File: config.mk
export PLATFORM = sky130hd
export DESIGN_NAME = uarttx_arbiter
export DESIGN_NICKNAME = d
export VERILOG_FILES = /design/src/rtl/uarttx_arbiter.sv
export SDC_FILE = /design/constraint.sdc
export NUM_CORES = 1
export LEC_CHECK = 0
export ABC_AREA = 1
export CAP_MARGIN = 15
export CELL_PAD_IN_SITES_DETAIL_PLACEMENT = 0
export CELL_PAD_IN_SITES_GLOBAL_PLACEMENT = 1
export CORE_ASPECT_RATIO = 0.6
export CORE_MARGIN = 4
export CORE_UTILIZATION = 29
export CTS_BUF_LIST = sky130_fd_sc_hd__clkbuf_8
export DETAILED_ROUTE_END_ITERATION = 8
export PLACE_DENSITY = 0.8
export SYNTH_ARGS = -nofsm -noshare
export SYNTH_HDL_FRONTEND = slang
export SYNTH_SLANG_ARGS = --single-unit
File: constraint.sdc
create_clock -name clk -period 1.6 [get_ports clk]
set_input_delay 0.32 -clock clk [delete_from_list [all_inputs] [get_ports clk]]
set_output_delay 0.32 -clock clk [all_outputs]
set_load 0.02 [all_outputs]
File: src/rtl/uarttx_arbiter.sv
// Round-robin arbiter that hands one byte per grant from NumRequesters sources to a
// single UART transmitter through its go/busy handshake, and acks each source when done.
module uarttx_arbiter #(
    parameter int NumRequesters = 4,
    parameter int CountWidth    = 16
) (
    input  logic                               clk,
    input  logic                               rst,
    input  logic [NumRequesters-1:0]           req,
    input  logic [NumRequesters*8-1:0]         req_data,
    output logic [NumRequesters-1:0]           ack,
    output logic                               tx_go,
    output logic [7:0]                         tx_data,
    input  logic                               tx_busy,
    output logic                               active,
    output logic [$clog2(NumRequesters)-1:0]   grant_id,
    output logic [CountWidth-1:0]              tx_count,
    output logic [1:0]                         state_dbg
);

    localparam int IdW  = $clog2(NumRequesters);
    localparam int SumW = IdW + 1;

    // Handshakes: a requester holds req[i] and its byte stable until a single-cycle
    // ack[i]; toward the transmitter, tx_go is held for the whole Send phase and the
    // byte counts as done only once busy has been seen high and has fallen again.
    typedef enum logic [1:0] {
        ST_IDLE    = 2'd0,
        ST_SEND    = 2'd1,
        ST_RELEASE = 2'd2
    } state_t;

    state_t                state_q, state_d;
    logic                  busy_seen_q, busy_seen_d;
    logic [IdW-1:0]        grant_q, grant_d;
    logic [IdW-1:0]        ptr_q, ptr_d;
    logic [7:0]            data_q, data_d;
    logic [CountWidth-1:0] count_q, count_d;
    logic [IdW-1:0]        pick;
    logic [SumW-1:0]       cand;

    // Scanning downward lets the lowest offset from ptr_q win without a found flag.
    always_comb begin
        pick = ptr_q;
        cand = '0;
        for (int k = NumRequesters - 1; k >= 0; k--) begin
            cand = {1'b0, ptr_q} + SumW'(k);
            if (cand >= SumW'(NumRequesters)) begin
                cand = cand - SumW'(NumRequesters);
            end
            if (req[cand[IdW-1:0]]) begin
                pick = cand[IdW-1:0];
            end
        end
    end

    always_comb begin
        state_d     = state_q;
        busy_seen_d = busy_seen_q;
        grant_d     = grant_q;
        ptr_d       = ptr_q;
        data_d      = data_q;
        count_d     = count_q;
        case (state_q)
            ST_IDLE: begin
                if (|req) begin
                    state_d     = ST_SEND;
                    grant_d     = pick;
                    data_d      = req_data[8*pick +: 8];
                    busy_seen_d = 1'b0;
                end
            end
            ST_SEND: begin
                if (tx_busy) begin
                    busy_seen_d = 1'b1;
                end
                if (busy_seen_q && !tx_busy) begin
                    state_d = ST_RELEASE;
                end
            end
            ST_RELEASE: begin
                state_d = ST_IDLE;
                ptr_d   = (grant_q == IdW'(NumRequesters - 1)) ? '0 : grant_q + 1'b1;
                count_d = count_q + 1'b1;
            end
            default: begin
                state_d = ST_IDLE;
            end
        endcase
    end

    always_ff @(posedge clk) begin
        if (rst) begin
            state_q     <= ST_IDLE;
            busy_seen_q <= 1'b0;
            grant_q     <= '0;
            ptr_q       <= '0;
            data_q      <= 8'h00;
            count_q     <= '0;
        end else begin
            state_q     <= state_d;
            busy_seen_q <= busy_seen_d;
            grant_q     <= grant_d;
            ptr_q       <= ptr_d;
            data_q      <= data_d;
            count_q     <= count_d;
        end
    end

    always_comb begin
        ack = '0;
        if (state_q == ST_RELEASE) begin
            ack[grant_q] = 1'b1;
        end
    end

    assign tx_go     = (state_q == ST_SEND);
    assign active    = (state_q != ST_IDLE);
    assign tx_data   = data_q;
    assign grant_id  = grant_q;
    assign tx_count  = count_q;
    assign state_dbg = state_q;

endmodule

==> flow_summary.yaml <==
yosys:
  synth_compound_area_share_pct: 8.353
  synth_edf_count: 0
  synthSimpleGateAreaFrac_pct: 41.11
  yosysTopAreaCell: "dfxtp_1"
  syn_inst: 321
  synthMostInstantiatedCell: "inv_1"
  syn-num-nets: 365
  synthAdderAreaFrac_pct: 2.962
  synthesis.area_mm2: 0.002112
  synth_common_cells: "inv_1 (69), nand2_1 (43), nand3_1 (43), nor2_1 (38), dfxtp_1 (31)"
  synth_mux_area_share_pct: 0
  ys_types: 32
  async_flop_share_pct: 0
  seq_area_frac_synth_pct: 29.38
  synth_top_family_by_area: "simple AND/OR/NAND/NOR gates"
  synth-warning-count: 0
  synthesis.area_per_instance_um2: 6.580
  synth_seq_cells: 31
  synth_top_area_share_pct: 29.38
  synth_xor_area_share_pct: 1.244
  synth_top_flop_cell: "dfxtp_1"
  synthTopCellsByArea: "dfxtp_1 (29%), inv_1 (12%), nand3_1 (10%), nand2_1 (7.6%), nand2_2 (6.8%)"
setup_path:
  critPathLaunchType: "register"
  reg2reg_slack_ns: -0.23
  crit_required_ns: 1.77
  cp_max_fo: 7
  reg2regPathDepth: 16
  endpoint_kind: "register"
  setup.worst_path.class: "register to register"
  crit_arrival_ns: 1.99
routing:
  drc: 0
  routedWlPerCell_um: 12.91
  drt_iter0_drc: 140
  first_pass_iters: 4
  via_per_inst: 4.480
  vias: 2397
  postRouteAntennaNets: 0
  wl_mm: 6.905
die:
  die_area_mm2: 0.008757
  initial_core_util_pct: 30.71
  rows: 23
  core_area_mm2: 0.006878
  die-height_um: 74.11
  die_x_um: 118.2
  pin_count: 73
sta:
  skew_ns: 0.007324
  finalSetupViolCount: 10
  period_needed_ns: 1.827
  relSlewSlack_pct: 76.82
  period_share_pct: 114.2
  maxSlewViolCount: 0
  setup_tns_ns: -1.868
  fin_ws_ns: -0.2267
  hold_viol: 0
  whs_ns: 0.4704
  grt_setup_unrepaired: "yes"
  fmaxAchievable_ghz: 0.5474
  worst_slew_pin_slew_ns: 0.3472
clock_network:
  clock_latency_ns: 0.27
  hold_buffers: 0
  cts_buffers: 5
  cts.sinks: 31
  htreeDepth: 2
  cts_buffer_depth: 2
  cts_root_buf: "clkbuf_8"
  cts.reportedPaths.clkPinSlew_ns: 0.07
  cts_tree: "built"
cells_and_area:
  nets: 492
  fin_area_mm2: 0.003894
  antennaDiodeCount: 0
  areaGrowthSynthToFinish_pct: 84.36
  finalCoreUtilization_pct: 56.61
  drive_above_1_share_pct: 39.06
global_routing:
  grt.overflow.total: 0
  grt_pass1_vias: 2331
  grt_pass1_wl_mm: 10.74
  grt_use_total_pct: 14.81
  grt_max_degree: 17
  antenna_found_initial: 0
placed_design:
  portBuffers: 72
  place.gp.congestion: 0.8054
  hpwl_mm: 4.721
  post_dp_cell_area_mm2: 0.003203
worst_hold_path:
  hp-class: "register to register"
  holdPathStages: 2
run_status:
  violations: "negative setup slack"
  status: "finished with violations"
run:
  cap_viol_max_count: 0
power:
  finalPower_mw: 2.998
  ir_drop_mv: 0.3821
  power_density_mw_per_mm2: 769.9
  p_leak_nw: 2.113
-- cell usage in the layout (no fill, tap or decap), types with 3 or more instances in the layout --
master	Yosys	layout
inv_1	69	63
buf_4	1	46
clkdlybuf4s50_1	0	37
nor2_1	38	34
nand2_1	43	34
nand3_2	7	33
nand2_2	23	24
dfxtp_1	31	23
dlygate4sd2_1	0	20
a21oi_1	15	15
nand3_1	43	12
inv_2	4	10
nand2_4	4	10
dlymetal6s2s_1	0	10
o21ai_0	10	8
nand3_4	1	6
clkbuf_8	0	6
buf_12	1	6
dfxtp_2	0	5
nand2_8	1	4
ha_1	5	4
o21a_1	3	3
nor2_4	0	3
buf_16	0	3
dfxtp_4	0	3
-- worst max-delay path, cell delays in order, from the launching register on --
cell and delay, ns:
dfxtp_4 0.39, buf_12 0.14, clkinv_8 0.08, nand2_4 0.09
nand3_4 0.08, nand2_2 0.06, inv_2 0.03, nand2_2 0.07
nand2_4 0.07, nand3_4 0.12, buf_12 0.14, buf_12 0.13
nand3_2 0.07, nand3_1 0.07, nand3_1 0.08, nand2_1 0.06
inv_1 0.04
-- metal layers --
metal,GRT usage [%],share of wire (%),vias to the layer above,routed length (um)
li1,-,-,1236,-
met1,20.61,50,1102,3451
met2,23.97,45,57,3078
met3,4.331,5.3,2,365
met4,1.169,0.14,0,10
met5,0,0,-,0
-- per-stage QoR --
stage                     std cells  setup WS, ns
final                           535       -0.2267
after global routing            535       -0.3179
after CTS                       532       -0.1526
after detailed placement        510       -0.5179
after global placement          510       -0.4798
after floorplan                 321       0.01183
-- path summary, 6_finish.rpt --
kind	to	from
min reg2reg	tx_count[15]$_SDFFE_PP0P_	tx_count[15]$_SDFFE_PP0P_
min	tx_count[15]$_SDFFE_PP0P_	tx_count[15]$_SDFFE_PP0P_
max	tx_data[0]$_SDFFE_PP0P_	ptr_q[0]$_SDFFE_PP0P_
max reg2reg	tx_data[0]$_SDFFE_PP0P_	ptr_q[0]$_SDFFE_PP0P_
-- state kept, by name (all words and copies together), names as in the netlist --
name	count
state_dbg	2
tx_data	8
tx_count	16
busy_seen_q	1
ptr_q	2
grant_id	2
-- cell families after synthesis --
| group | after synthesis |
|---|---|
| AND/OR/NAND/NOR | 167 |
| buffers and inverters | 83 |
| AO/OA/AOI/OAI | 32 |
| flip-flops | 31 |
| adder cells (fa/ha/maj) | 5 |
| XOR/XNOR | 3 |
-- where the power goes --
part           switching, mW  internal [mW]
Combinational          0.772          0.705
Clock                  0.283          0.337
Sequential            0.0608          0.840
Total                   1.12           1.88
-- final cells by class --
class | instances | area [um^2]
fill | 618 | 2984
multi-input combinational | 208 | 1506
timing repair buffer | 127 | 1256
sequential | 31 | 638.1
inverter | 75 | 296.5
tap | 87 | 108.9
clock buffer | 6 | 82.58
clock inverter | 1 | 5.005
-- timing repair --
action,in CTS,in global routing
setup endpoints to repair,34,28
pin swaps,12,47
setup buffers,11,3
gates cloned,4,0
resized for setup,69,79
Power figures use the tool's default switching activity.
